$ cat src/rtl/button_conditioner_pkg.sv
// Shared constants for the button conditioning front end of timer_counter.
// Button bit positions on the raw input bus and the production debounce length.
package button_conditioner_pkg;

    localparam int DEBOUNCE_CYCLES_DEFAULT = 50000;
    localparam int N_BTN_DEFAULT           = 4;

    localparam int BTN_INV   = 0;
    localparam int BTN_MODE  = 1;
    localparam int BTN_START = 2;
    localparam int BTN_STOP  = 3;

endpackage

$ cat src/rtl/button_conditioner_if.sv
// Bundle of raw button inputs and conditioned level/pulse outputs.
// The master drives raw inputs and the pulse enable; the slave is the conditioner.
interface button_conditioner_if #(
    parameter int N_BTN = 4
);
    logic             ena;
    logic [N_BTN-1:0] btn_raw;
    logic [N_BTN-1:0] btn_level;
    logic [N_BTN-1:0] btn_rise;
    logic [N_BTN-1:0] btn_fall;

    modport master (
        output ena,
        output btn_raw,
        input  btn_level,
        input  btn_rise,
        input  btn_fall
    );

    modport slave (
        input  ena,
        input  btn_raw,
        output btn_level,
        output btn_rise,
        output btn_fall
    );
endinterface

$ cat src/rtl/button_conditioner_debounce_channel.sv
// One button bit: two-flop synchronizer, consecutive-stable-count filter,
// and registered one-cycle rise/fall pulses on each accepted level change.
module debounce_channel
    import button_conditioner_pkg::*;
#(
    parameter int DEBOUNCE_CYCLES = DEBOUNCE_CYCLES_DEFAULT
) (
    input  logic clk,
    input  logic rst,
    input  logic i_ena,
    input  logic i_raw,
    output logic o_level,
    output logic o_rise,
    output logic o_fall
);

    localparam int             CNT_W   = $clog2(DEBOUNCE_CYCLES);
    localparam logic [CNT_W-1:0] CNT_MAX = CNT_W'(DEBOUNCE_CYCLES - 1);

    logic             r_sync1;
    logic             r_sync2;
    logic [CNT_W-1:0] r_cnt;
    logic             r_level;
    logic             r_rise;
    logic             r_fall;

    always_ff @(posedge clk or posedge rst) begin
        if (rst) begin
            r_sync1 <= 1'b0;
            r_sync2 <= 1'b0;
            r_cnt   <= '0;
            r_level <= 1'b0;
            r_rise  <= 1'b0;
            r_fall  <= 1'b0;
        end else begin
            r_sync1 <= i_raw;
            r_sync2 <= r_sync1;
            r_rise  <= 1'b0;
            r_fall  <= 1'b0;
            // Any sample agreeing with the accepted level restarts the stable-time count.
            if (r_sync2 == r_level) begin
                r_cnt <= '0;
            end else if (r_cnt == CNT_MAX) begin
                r_level <= r_sync2;
                r_cnt   <= '0;
                r_rise  <= i_ena & r_sync2;
                r_fall  <= i_ena & ~r_sync2;
            end else begin
                r_cnt <= r_cnt + 1'b1;
            end
        end
    end

    assign o_level = r_level;
    assign o_rise  = r_rise;
    assign o_fall  = r_fall;

endmodule

$ cat src/rtl/button_conditioner.sv
// Conditions the raw button bus for timer_counter: one independent
// debounce_channel per bit, nothing else.
module button_conditioner
    import button_conditioner_pkg::*;
#(
    parameter int N_BTN           = N_BTN_DEFAULT,
    parameter int DEBOUNCE_CYCLES = DEBOUNCE_CYCLES_DEFAULT
) (
    input  logic                clk,
    input  logic                rst,
    button_conditioner_if.slave bus
);

    for (genvar g = 0; g < N_BTN; g++) begin : g_chan
        debounce_channel #(
            .DEBOUNCE_CYCLES(DEBOUNCE_CYCLES)
        ) u_chan (
            .clk    (clk),
            .rst    (rst),
            .i_ena  (bus.ena),
            .i_raw  (bus.btn_raw[g]),
            .o_level(bus.btn_level[g]),
            .o_rise (bus.btn_rise[g]),
            .o_fall (bus.btn_fall[g])
        );
    end

endmodule

$ cat src/flat_wrapper.sv
// flat-port wrapper written by rule: the top's interface ports become plain ports
module button_conditioner_flat import button_conditioner_pkg::*;
#(
    parameter int N_BTN           = N_BTN_DEFAULT,
    parameter int DEBOUNCE_CYCLES = DEBOUNCE_CYCLES_DEFAULT
)
  (clk, rst, bus_ena, bus_btn_raw, bus_btn_level, bus_btn_rise, bus_btn_fall);
  button_conditioner_if #(.N_BTN(N_BTN)) bus_i ();
  input  logic clk;
  input  logic rst;
  input wire logic [$bits(bus_i.ena)-1:0] bus_ena;
  input wire logic [$bits(bus_i.btn_raw)-1:0] bus_btn_raw;
  output wire logic [$bits(bus_i.btn_level)-1:0] bus_btn_level;
  output wire logic [$bits(bus_i.btn_rise)-1:0] bus_btn_rise;
  output wire logic [$bits(bus_i.btn_fall)-1:0] bus_btn_fall;
  assign bus_i.ena = bus_ena;
  assign bus_i.btn_raw = bus_btn_raw;
  assign bus_btn_level = bus_i.btn_level;
  assign bus_btn_rise = bus_i.btn_rise;
  assign bus_btn_fall = bus_i.btn_fall;
  button_conditioner #(.N_BTN(N_BTN), .DEBOUNCE_CYCLES(DEBOUNCE_CYCLES)) u_core (.clk(clk), .rst(rst), .bus(bus_i));
endmodule
$ cat config.mk
export PLATFORM = sky130hd
export DESIGN_NAME = button_conditioner_flat
export DESIGN_NICKNAME = d
export VERILOG_FILES = /design/src/rtl/button_conditioner_pkg.sv /design/src/rtl/button_conditioner_if.sv /design/src/rtl/button_conditioner_debounce_channel.sv /design/src/rtl/button_conditioner.sv /design/src/flat_wrapper.sv
export SDC_FILE = /design/constraint.sdc
export NUM_CORES = 1
export LEC_CHECK = 0
export CAP_MARGIN = 25
export CORE_UTILIZATION = 40
export DETAILED_ROUTE_END_ITERATION = 8
export PLACE_DENSITY_LB_ADDON = 0.25
export SYNTH_ARGS = -nofsm -noshare
export SYNTH_HDL_FRONTEND = slang
export SYNTH_SLANG_ARGS = --single-unit
export TNS_END_PERCENT = 5
$ cat constraint.sdc
create_clock -name clk -period 2.5 [get_ports clk]
set_input_delay 0.375 -clock clk [delete_from_list [all_inputs] [get_ports clk]]
set_output_delay 0.375 -clock clk [all_outputs]
set_load 0.1 [all_outputs]
Word-level counts from Yosys, hierarchy flattened --
Cells that the tools add are included.
Word-level totals: logic and storage cells 80, input bits 7, bits in registers 84
Operators by class: equal/unequal tests 8, add/subtract/negate cells 4, reduce and logical (&&, ||, !) cells 4, muxes and demuxes 24, bitwise logic cells 16
Operators by type and width (number):
- $mux 16 | 8
- $add 16x1->16 const B | 4
- $eq 16x16->1 const B | 4
- $mux 1 | 16
- $and 1x1->1 | 8
- $not 1->1 | 8
- $reduce_and 2->1 | 4
- $eq 1x1->1 | 4

Longest topological paths before layout --
Gate-level depths: netlist of the first run.
depth in word-level cells 4, gate-level depth with buffers 7, gate-level depth less buffers 5

Cells and area by module --
A second synthesis of the first run with hierarchy kept.
Second synthesis, totals: cells, all modules 376, area, all modules 4018.9 µm²
Modules (own cells, without submodules):
- debounce_channel | cells each 94, area an instance 1004.7 µm², times used 4

Least setup slack after synthesis of the first run --
Ideal clock, no wire load.
path kind reg2reg, from register u_core.g_chan[1].u_chan.r_cnt[10], to register u_core.g_chan[1].u_chan.r_level, arrival 1639 ps, period minus slack after synthesis 1763 ps, setup time 125 ps, cell stages (with the launch flop) 5, path slack 737 ps, cells stage by stage dfrtp_1 -> clkbuf_2 -> or3b_4 -> nor4_1 -> mux2_2
Between the ends: longest elaborated chain between the ends 2
Ends and longest elaborated chain:
- start, declared | line button_conditioner_debounce_channel.sv:22 | logic [CNT_W-1:0] r_cnt;
- start signal, assigned | line button_conditioner_debounce_channel.sv:49 | r_cnt <= r_cnt + 1'b1;
- $eq 16x16->1 | line button_conditioner_debounce_channel.sv:43 | end else if (r_cnt == CNT_MAX) begin
- $reduce_and 2->1 (no line)
- end signal, assigned | line button_conditioner_debounce_channel.sv:44 | r_level <= r_sync2;
- end, declared | line button_conditioner_debounce_channel.sv:23 | logic r_level;
No other way between the ends. A chain may end at the register's enable or synchronous reset.

Final worst setup path of the first run --
from register u_core.g_chan[3].u_chan.r_cnt[12], to register u_core.g_chan[3].u_chan.r_cnt[10]
Between the ends: longest elaborated chain between the ends 3
Ends and longest elaborated chain:
- start, declared | line button_conditioner_debounce_channel.sv:22
- start signal, assigned | line button_conditioner_debounce_channel.sv:49
- $eq 16x16->1 | line button_conditioner_debounce_channel.sv:43
- $mux 16 | line button_conditioner_debounce_channel.sv:43
- $mux 16 | line button_conditioner_debounce_channel.sv:41 | if (r_sync2 == r_level) begin
No other way between the ends.

==> flow_summary.json, run 1 <==
{
  "port-buffer-count": 18,
  "nNetsFinal": 407,
  "power_uw": 2481,
  "multi_input_comb_area_um2": 1644,
  "fin_cells": 530,
  "place.gp.congestion": 0.8804,
  "grt_first_pass_wirelength_mm": 11.84,
  "die_area_um2": 10300,
  "period_minus_slack_ps": 2006,
  "chipWidth_um": 101.5,
  "status": "finished clean",
  "rsz0062_at_grt": "false",
  "yosys_warnings": 0,
  "drive_gt1_frac": 0.1097,
  "cts_hold_buffers": 0,
  "grt-ovfl-total": 0,
  "grt_max_degree": 35,
  "cts_buffers": 9,
  "clock-root-buffer": "clkbuf_8",
  "antenna_found_initial": 0,
  "cts.sinks": 84,
  "ys_seq_area_frac": 0.5308,
  "slew_viol_final": 0,
  "slew_headroom": 0.6497,
  "layout_setup_ws_ps": 493.9,
  "leakage_uw": 0.001759,
  "reg2reg_setup_slack_ps": 490,
  "antenna_cells": 0,
  "endpoint_kind": "flip-flop",
  "setup_violations": 0,
  "cts_resized": 0,
  "start_util": 0.4206,
  "dp_cells": 514,
  "worstHoldStart": "u_core.g_chan[3].u_chan.r_sync1",
  "drv_cap": 0,
  "grt_pass1_vias": 2591,
  "ant_nets": 0,
  "p_per_area_nw_per_um2": 567.6,
  "worstMarginPinSlew_ps": 525.5,
  "remaining_drc_errors": 0,
  "reg2regPathDepth": 4,
  "fin_setup_tns_ps": 0,
  "area_growth_syn_to_layout_pct": 10.36,
  "cts_setup_buffers": 0,
  "fin_skew_ps": 11.88,
  "first_iter_violations": 64,
  "cp_max_fo": 16,
  "syn_area_um2": 3960,
  "grt_usage": 0.1469,
  "critPathLaunchType": "flip-flop",
  "fillCellCount": 899,
  "vias_per_cell": 5.030,
  "routedWlPerCell_um": 13.06,
  "synthArstFlopShare": 1.000,
  "first_pass_iters": 4,
  "post-place-ws_ps": 453.4,
  "synthCells": 381,
  "vias": 2666,
  "core_um2": 9415,
  "utilization": 0.4642,
  "wl_mm": 6.923,
  "cts_tree": "done",
  "peakVddDrop_mv": 0.2889,
  "cp.required_ps": 2710,
  "worstPathArrival_ps": 2220,
  "min_period_over_period": 0.8025,
  "syn_area_per_cell_um2": 10.39,
  "max_freq_mhz": 498.5,
  "synth-seq-cells": 84,
  "synth-edff-count": 0,
  "syn-num-nets": 392,
  "hold_viol": 0,
  "synth_flop_cell": "dfrtp_1",
  "place_hpwl_mm": 4.848,
  "hold_path_class": "flip-flop to flip-flop",
  "ios": 19,
  "regToRegStartpoint": "u_core.g_chan[3].u_chan.r_cnt[12]",
  "reg2reg_to": "u_core.g_chan[3].u_chan.r_cnt[10]",
  "cts.path.max_buffers": 2,
  "synth.distinct_cells": 38,
  "clk_pin_slew_ps": 80,
  "row_count": 35,
  "seq_area_um2": 2102,
  "worst-setup-path-type": "flip-flop to flip-flop",
  "htree_levels": 3,
  "clk_latency_ps": 350,
  "min_path_cells": 0,
  "hold_end": "u_core.g_chan[3].u_chan.r_sync2",
  "die_height_um": 101.5
}
## registers in the layout, indices dropped and copies added, names as in the netlist
register and count:
u_core.g_chan.u_chan.o_fall 4, u_core.g_chan.u_chan.o_rise 4, u_core.g_chan.u_chan.r_sync1 4, u_core.g_chan.u_chan.r_sync2 4, u_core.g_chan.u_chan.r_cnt 64, u_core.g_chan.u_chan.o_level 4
## cells in the mapped netlist (3+ instances only)
| cell | instances | area, um2 |
|---|---|---|
| mux2_2 | 3 | 33.78 |
| nor3b_1 | 6 | 45.04 |
| nor4_1 | 19 | 118.9 |
| and3_1 | 4 | 25.02 |
| buf_6 | 3 | 33.78 |
| buf_4 | 12 | 90.09 |
| nand2_1 | 21 | 78.83 |
| xnor2_1 | 44 | 385.4 |
| dfrtp_1 | 84 | 2102 |
| inv_1 | 15 | 56.30 |
| xor2_1 | 12 | 105.1 |
| nand3_1 | 24 | 120.1 |
| nor2_1 | 70 | 262.8 |
| ha_1 | 4 | 50.05 |
| a21oi_1 | 4 | 20.02 |
| nor3_1 | 11 | 55.05 |
| nand4_1 | 17 | 106.4 |
## final cells by class
cell class,count,area share
flip-flops and latches,84,0.4810
multi-input cells,263,0.3762
repair buffers,23,0.04581
well taps,129,0.03693
clock buffers,11,0.03235
clock inverters,5,0.01403
inverters,15,0.01374
## worst max-delay path, stage by stage (launching register included)
cell and delay (ps):
dfrtp_1 420, or4b_1 540, nor4_2 320, or2_1 490
nor2_1 110
## per-layer routing
layer	wire length [um]	up-vias	GRT usage
met5	0	-	0
met1	3466	1297	0.1975
li1	-	1319	-
met2	3095	36	0.2261
met4	149	0	0.07023
met3	212	14	0.03106
## stage by stage
| stage | hold WS [ps] | instance area (um2) |
|---|---|---|
| 2_1_floorplan | 331.2 | 3964 |
| 3_3_place_gp | 333.6 | 4168 |
| 3_5_place_dp | 334.7 | 4168 |
| 4_1_cts | 353.5 | 4370 |
| 5_1_grt | 360.0 | 4370 |
| 6_report | 352.8 | 4370 |
## placed cells by master (no fill, tap or decap), types with 3 or more instances in the layout
master	instances
ha_1	4
nor3b_1	6
and3_1	4
clkbuf_8	10
xnor2_1	44
nand4_1	17
xor2_1	12
clkinvlp_4	4
nor2_1	70
inv_1	14
nand3_1	24
a21oi_1	4
dfrtp_1	84
nor4_1	19
nand2_1	21
nor3_1	11
mux2_2	3
buf_4	16
clkdlybuf4s50_1	6
## worst max-delay path by stage
| stage | startpoint | to | slack, ps | cells after the start |
|---|---|---|---|---|
| 6_report | u_core.g_chan[3].u_chan.r_cnt[12] | u_core.g_chan[3].u_chan.r_cnt[10] | 490 | 4 |
| 5_1_grt | u_core.g_chan[3].u_chan.r_cnt[0] | u_core.g_chan[3].u_chan.r_cnt[14] | 260 | 5 |
| 4_1_cts | u_core.g_chan[3].u_chan.r_cnt[12] | u_core.g_chan[3].u_chan.r_cnt[10] | 450 | 4 |
| 3_5_place_dp | u_core.g_chan[3].u_chan.r_cnt[12] | u_core.g_chan[3].u_chan.r_cnt[14] | 450 | 4 |
| 3_3_place_gp | u_core.g_chan[3].u_chan.r_cnt[12] | u_core.g_chan[3].u_chan.r_cnt[12] | 500 | 4 |
| 2_1_floorplan | u_core.g_chan[1].u_chan.r_cnt[10] | u_core.g_chan[1].u_chan.o_level | 740 | 4 |
## kinds of logic after synthesis
kind of cell	after synthesis	share of synthesized area
DFF	84	0.5308
xor gates and xnor gates	56	0.1239
adders and majority gates	4	0.01264
buffers and inverters	34	0.05402
muxes	3	0.008530
and+or+nand+nor	192	0.2524
AOI/OAI and AO/OA	8	0.01769
## report_power, final
group / internal (uW) / switching, uW
registers: 1380 / 21.8
logic: 34.4 / 58.0
clock network: 491 / 496
total: 1910 / 575
No activity file was read; power rests on OpenSTA's default activity.
==> run 2, diff against run 1 <==
clock period = 1.8 ns   (was 2.5 ns; I/O delays follow)
==> flow_summary.json, run 2 (synthesis results as in run 1) <==
{
  "start_util": 0.4206,
  "first_pass_iters": 4,
  "utilization": 0.4961,
  "min_period_over_period": 0.9602,
  "vias_per_cell": 4.911,
  "htree_levels": 3,
  "vias": 2701,
  "top_usage_layer": "met2",
  "slew_viol_final": 0,
  "critPathLaunchType": "flip-flop",
  "grt_use_met2": 0.2479,
  "post-place-ws_ps": 20.14,
  "place.gp.congestion": 0.8091,
  "cts_buffers": 9,
  "worst-setup-path-type": "flip-flop to flip-flop",
  "grt_use_met3": 0.03796,
  "setup_violations": 0,
  "antenna_cells": 0,
  "port-buffer-count": 18,
  "area_growth_syn_to_layout_pct": 17.95,
  "layout_setup_ws_ps": 71.58,
  "worstPathArrival_ps": 1970,
  "drv_cap": 0,
  "grt-ovfl-total": 0,
  "leakage_uw": 0.001927,
  "hold_viol": 0,
  "largest_reg_flops": 64,
  "layout_common_cells": "dfrtp_1 (84), nor2_1 (70), xnor2_1 (44)",
  "place_hpwl_mm": 5.021,
  "peakVddDrop_mv": 0.3076,
  "row_count": 35,
  "rsz0062_at_grt": "true",
  "remaining_drc_errors": 0,
  "antenna_found_initial": 0,
  "ios": 19,
  "drive_gt1_frac": 0.1639,
  "layout_commonest_cell": "dfrtp_1",
  "grt_max_degree": 28,
  "cts_hold_buffers": 0,
  "first_iter_violations": 79,
  "routedWlPerCell_um": 12.77,
  "clk_latency_ps": 360,
  "core_um2": 9415,
  "grt_first_pass_wirelength_mm": 12.41,
  "endpoint_kind": "flip-flop",
  "cp_cell_sequence": "or3_1 -> or4_4 -> nand2_4 -> nor2_1",
  "max_stage_delay_ps": 580,
  "worstMarginPinSlew_ps": 427.8,
  "hold_path_class": "input port to async pin",
  "grt_pass1_vias": 2727,
  "crit_slowest_cell": "or4_4",
  "max_freq_mhz": 578.6,
  "grt_usage": 0.1551,
  "status": "finished clean",
  "nNetsFinal": 427,
  "die_height_um": 101.5,
  "die_area_um2": 10300,
  "clk_pin_slew_ps": 100,
  "grt_util_met1": 0.2047,
  "cts.sinks": 84,
  "fin_skew_ps": 14.76,
  "period_minus_slack_ps": 1728,
  "cp.required_ps": 2040,
  "cp_max_fo": 15,
  "p_per_area_nw_per_um2": 777.6,
  "cts_tree": "done",
  "slew_headroom": 0.7122,
  "wl_mm": 7.023,
  "ant_nets": 0,
  "chipWidth_um": 101.5,
  "cts.path.max_buffers": 2,
  "regMostFlops": "u_core.g_chan.u_chan.r_cnt",
  "clock-root-buffer": "clkbuf_8"
}
==> run 2: cell count changes in the layout (fill, tap and decap cells not counted), sizes merged <==
cell      before  now
inv           14   16
buf           17   37
bufinv         1    2
clkinvlp       4    2
clkbuf        11   10
==> run 2: routing by layer <==
| metal | up-vias | routed length (um) | share of wire |
|---|---|---|---|
| li1 | 1358 | - | - |
| met1 | 1293 | 3513 | 0.50 |
| met2 | 39 | 3182 | 0.45 |
| met3 | 11 | 229 | 0.033 |
| met4 | 0 | 98 | 0.014 |
| met5 | - | 0 | 0 |
==> run 2: final timing paths <==
check	startpoint	to	slack (ps)	cells past startpoint
worst max register to register	u_core.g_chan[2].u_chan.r_cnt[10]	u_core.g_chan[2].u_chan.r_cnt[14]	70	4
worst max-delay path	u_core.g_chan[2].u_chan.r_cnt[10]	u_core.g_chan[2].u_chan.r_cnt[14]	70	4
min in group clk	bus_btn_raw[1]	u_core.g_chan[1].u_chan.r_sync1	350	1
max in group asynchronous	rst	u_core.g_chan[1].u_chan.r_cnt[0]	1100	3
worst min-delay path	rst	u_core.g_chan[0].u_chan.r_cnt[12]	240	2
worst min register to register	u_core.g_chan[3].u_chan.r_sync1	u_core.g_chan[3].u_chan.r_sync2	360	0
==> run 2: worst max-delay path: cells and delay by family (launching register included) <==
kind             cells  cell delay, ps
and+or+nand+nor      4            1200
DFF                  1             420
==> run 2: power by group <==
| part | total (uW) | switching [uW] | internal, uW |
|---|---|---|---|
| logic | 147 | 85.2 | 62.3 |
| clock network | 1540 | 708 | 832 |
| registers | 1940 | 28.9 | 1920 |
| total | 3630 | 822 | 2810 |
==> run 2: metrics by stage <==
step	std cells	hold slack [ps]	TNS (ps)	cell area (um2)	power, uW
after global placement	534	336.9	0	4405	2131
after floorplan	381	301.4	0	3964	2073
final	550	237.5	0	4671	3632
after detailed placement	534	347.2	0	4405	2135
after CTS	550	237.4	0	4637	3685
after global routing	550	249.3	-54.89	4671	3796
==> run 2: layout make-up <==
| type | instances | area (um2) |
|---|---|---|
| Fill cell | 851 | 4745 |
| Sequential cell | 84 | 2102 |
| Multi-Input combinational cell | 263 | 1678 |
| Timing Repair Buffer | 43 | 437.9 |
| Tap cell | 129 | 161.4 |
| Clock buffer | 10 | 137.6 |
| Clock inverter | 6 | 93.84 |
| Inverter | 15 | 60.06 |
==> run 2: timing repair <==
action                                 4_1_cts  5_1_grt
buffers inserted                             0        0
setup endpoints to repair                    0       25
resized for setup                            0        5
endpoints found under the hold margin        0        0
==> run 3, diff against run 2 <==
CORE_MARGIN = 2   (was not set)
CTS_CLUSTER_DIAMETER = 120   (was not set)
==> flow_summary.json, run 3 (synthesis results as in run 1) <==
{
  "clk_latency_ps": 350,
  "drive_gt1_frac": 0.1643,
  "chipWidth_um": 103.5,
  "max_freq_mhz": 557.0,
  "fin_skew_ps": 11.64,
  "cp.required_ps": 2040,
  "min_period_over_period": 0.9974,
  "cts_hold_buffers": 0,
  "post-place-ws_ps": 35.66,
  "vias": 2734,
  "reg2reg_setup_slack_ps": 5,
  "layout_common_cells": "dfrtp_1 (84), nor2_1 (70), xnor2_1 (44)",
  "die_area_um2": 10710,
  "leakage_uw": 0.001958,
  "drv_cap": 0,
  "wl_mm": 7.140,
  "placed_area_um2": 4390,
  "period_minus_slack_ps": 1795,
  "max_stage_delay_ps": 420,
  "fillCellCount": 870,
  "cp_cell_sequence": "ha_1 -> nand4_1 -> buf_4 -> nor4_2 -> xnor2_1 -> nor2_1",
  "cp.depth": 6,
  "port-buffer-count": 18,
  "layout_commonest_cell": "dfrtp_1",
  "place_hpwl_mm": 4.736,
  "fin_area_um2": 4731,
  "row_count": 36,
  "core_um2": 9684,
  "hold_viol": 0,
  "cts_buffers": 9,
  "reg2reg_to": "u_core.g_chan[3].u_chan.r_cnt[14]",
  "multi_input_comb_area_um2": 1688,
  "cts_setup_buffers": 0,
  "routedWlPerCell_um": 12.91,
  "antenna_cells": 0,
  "cts.path.max_buffers": 2,
  "crit_slowest_cell": "nor4_2",
  "antenna_found_initial": 0,
  "grt_max_degree": 85,
  "grt-ovfl-total": 0,
  "slew_headroom": 0.6979,
  "path_buf_inv": 1,
  "layout_setup_ws_ps": 4.636,
  "cts_tree": "done",
  "worst-setup-path-type": "flip-flop to flip-flop",
  "seq_area_um2": 2102,
  "setup_violations": 0,
  "peakVddDrop_mv": 0.4471,
  "start_util": 0.4089,
  "vias_per_cell": 4.944,
  "remaining_drc_errors": 0,
  "area_growth_syn_to_layout_pct": 19.46,
  "status": "finished clean",
  "largest_reg_flops": 64,
  "die_height_um": 103.5,
  "regToRegStartpoint": "u_core.g_chan[3].u_chan.r_cnt[0]",
  "htree_levels": 3,
  "grt_first_pass_wirelength_mm": 12.53,
  "cp_top_family": "simple AND/OR/NAND/NOR gates",
  "grt_usage": 0.1427,
  "regMostFlops": "u_core.g_chan.u_chan.r_cnt",
  "reg2regPathDepth": 6,
  "min_path_cells": 0,
  "grt_pass1_vias": 2658,
  "ios": 19,
  "slew_viol_final": 0,
  "first_iter_violations": 134,
  "dp_cells": 537,
  "worstMarginPinSlew_ps": 451.6,
  "worstPathArrival_ps": 2030,
  "cts_resized": 0,
  "ant_nets": 0,
  "p_per_area_nw_per_um2": 846.6,
  "cp_max_fo": 4,
  "hold_path_class": "flip-flop to flip-flop",
  "hold_end": "u_core.g_chan[2].u_chan.r_sync2",
  "clk_pin_slew_ps": 90,
  "worstHoldStart": "u_core.g_chan[2].u_chan.r_sync1",
  "nNetsFinal": 426,
  "fin_cells": 553,
  "first_pass_iters": 4,
  "place.gp.congestion": 0.8502,
  "critPathLaunchType": "flip-flop",
  "cts.sinks": 84,
  "endpoint_kind": "flip-flop",
  "clock-root-buffer": "clkbuf_8",
  "rsz0062_at_grt": "true"
}
run 3: worst max-delay path by stage:
| stage | startpoint | endpoint | slack, ps |
|---|---|---|---|
| 4_1_cts | u_core.g_chan[3].u_chan.r_cnt[12] | u_core.g_chan[3].u_chan.r_cnt[15] | 10 |
| 3_5_place_dp | u_core.g_chan[3].u_chan.r_cnt[12] | u_core.g_chan[3].u_chan.r_cnt[15] | 40 |
| 5_1_grt | u_core.g_chan[3].u_chan.r_cnt[0] | u_core.g_chan[3].u_chan.r_cnt[14] | -80 |
| 6_report | u_core.g_chan[3].u_chan.r_cnt[0] | u_core.g_chan[3].u_chan.r_cnt[14] | 5 |
| 2_1_floorplan | u_core.g_chan[1].u_chan.r_cnt[10] | u_core.g_chan[1].u_chan.o_level | 40 |
| 3_3_place_gp | u_core.g_chan[3].u_chan.r_cnt[12] | u_core.g_chan[3].u_chan.r_cnt[2] | 90 |
run 3: final cells by class:
| cell class | count | share of cell area |
|---|---|---|
| flip-flops and latches | 84 | 0.4443 |
| well taps | 133 | 0.03518 |
| clock buffers | 10 | 0.02909 |
| inverters | 15 | 0.01270 |
| multi-input cells | 263 | 0.3568 |
| repair buffers | 42 | 0.08834 |
| clock inverters | 6 | 0.03359 |
run 3: per-stage QoR:
stage	TNS, ps	hold WS [ps]	power (uW)	utilization
2_1_floorplan	0	301.4	2073	-
3_3_place_gp	0	335.5	2123	0.4534
3_5_place_dp	0	337.1	2124	0.4534
4_1_cts	0	337.3	4063	0.4840
5_1_grt	-183.0	329.2	4175	0.4885
6_report	0	354.4	4005	0.4885
run 3: per-layer routing:
metal  wire length [um]  track usage
met2               3218       0.2062
met4                119      0.06274
met1               3558       0.2041
met3                245      0.03461
met5                  0            0
run 3: worst register-to-register path: cells and delay by family, from the launching register on:
| kind | cells | cell delay [ps] |
|---|---|---|
| xor+xnor | 1 | 160 |
| fa+ha+maj | 1 | 220 |
| buf+inv | 1 | 220 |
| flops | 1 | 400 |
| simple gates | 3 | 680 |
run 3: report_power, final:
group	internal (uW)	leakage, uW	switching (uW)
registers	1920	0.00115	28.8
logic	55.8	0.000667	84.1
clock network	1240	0.000147	678
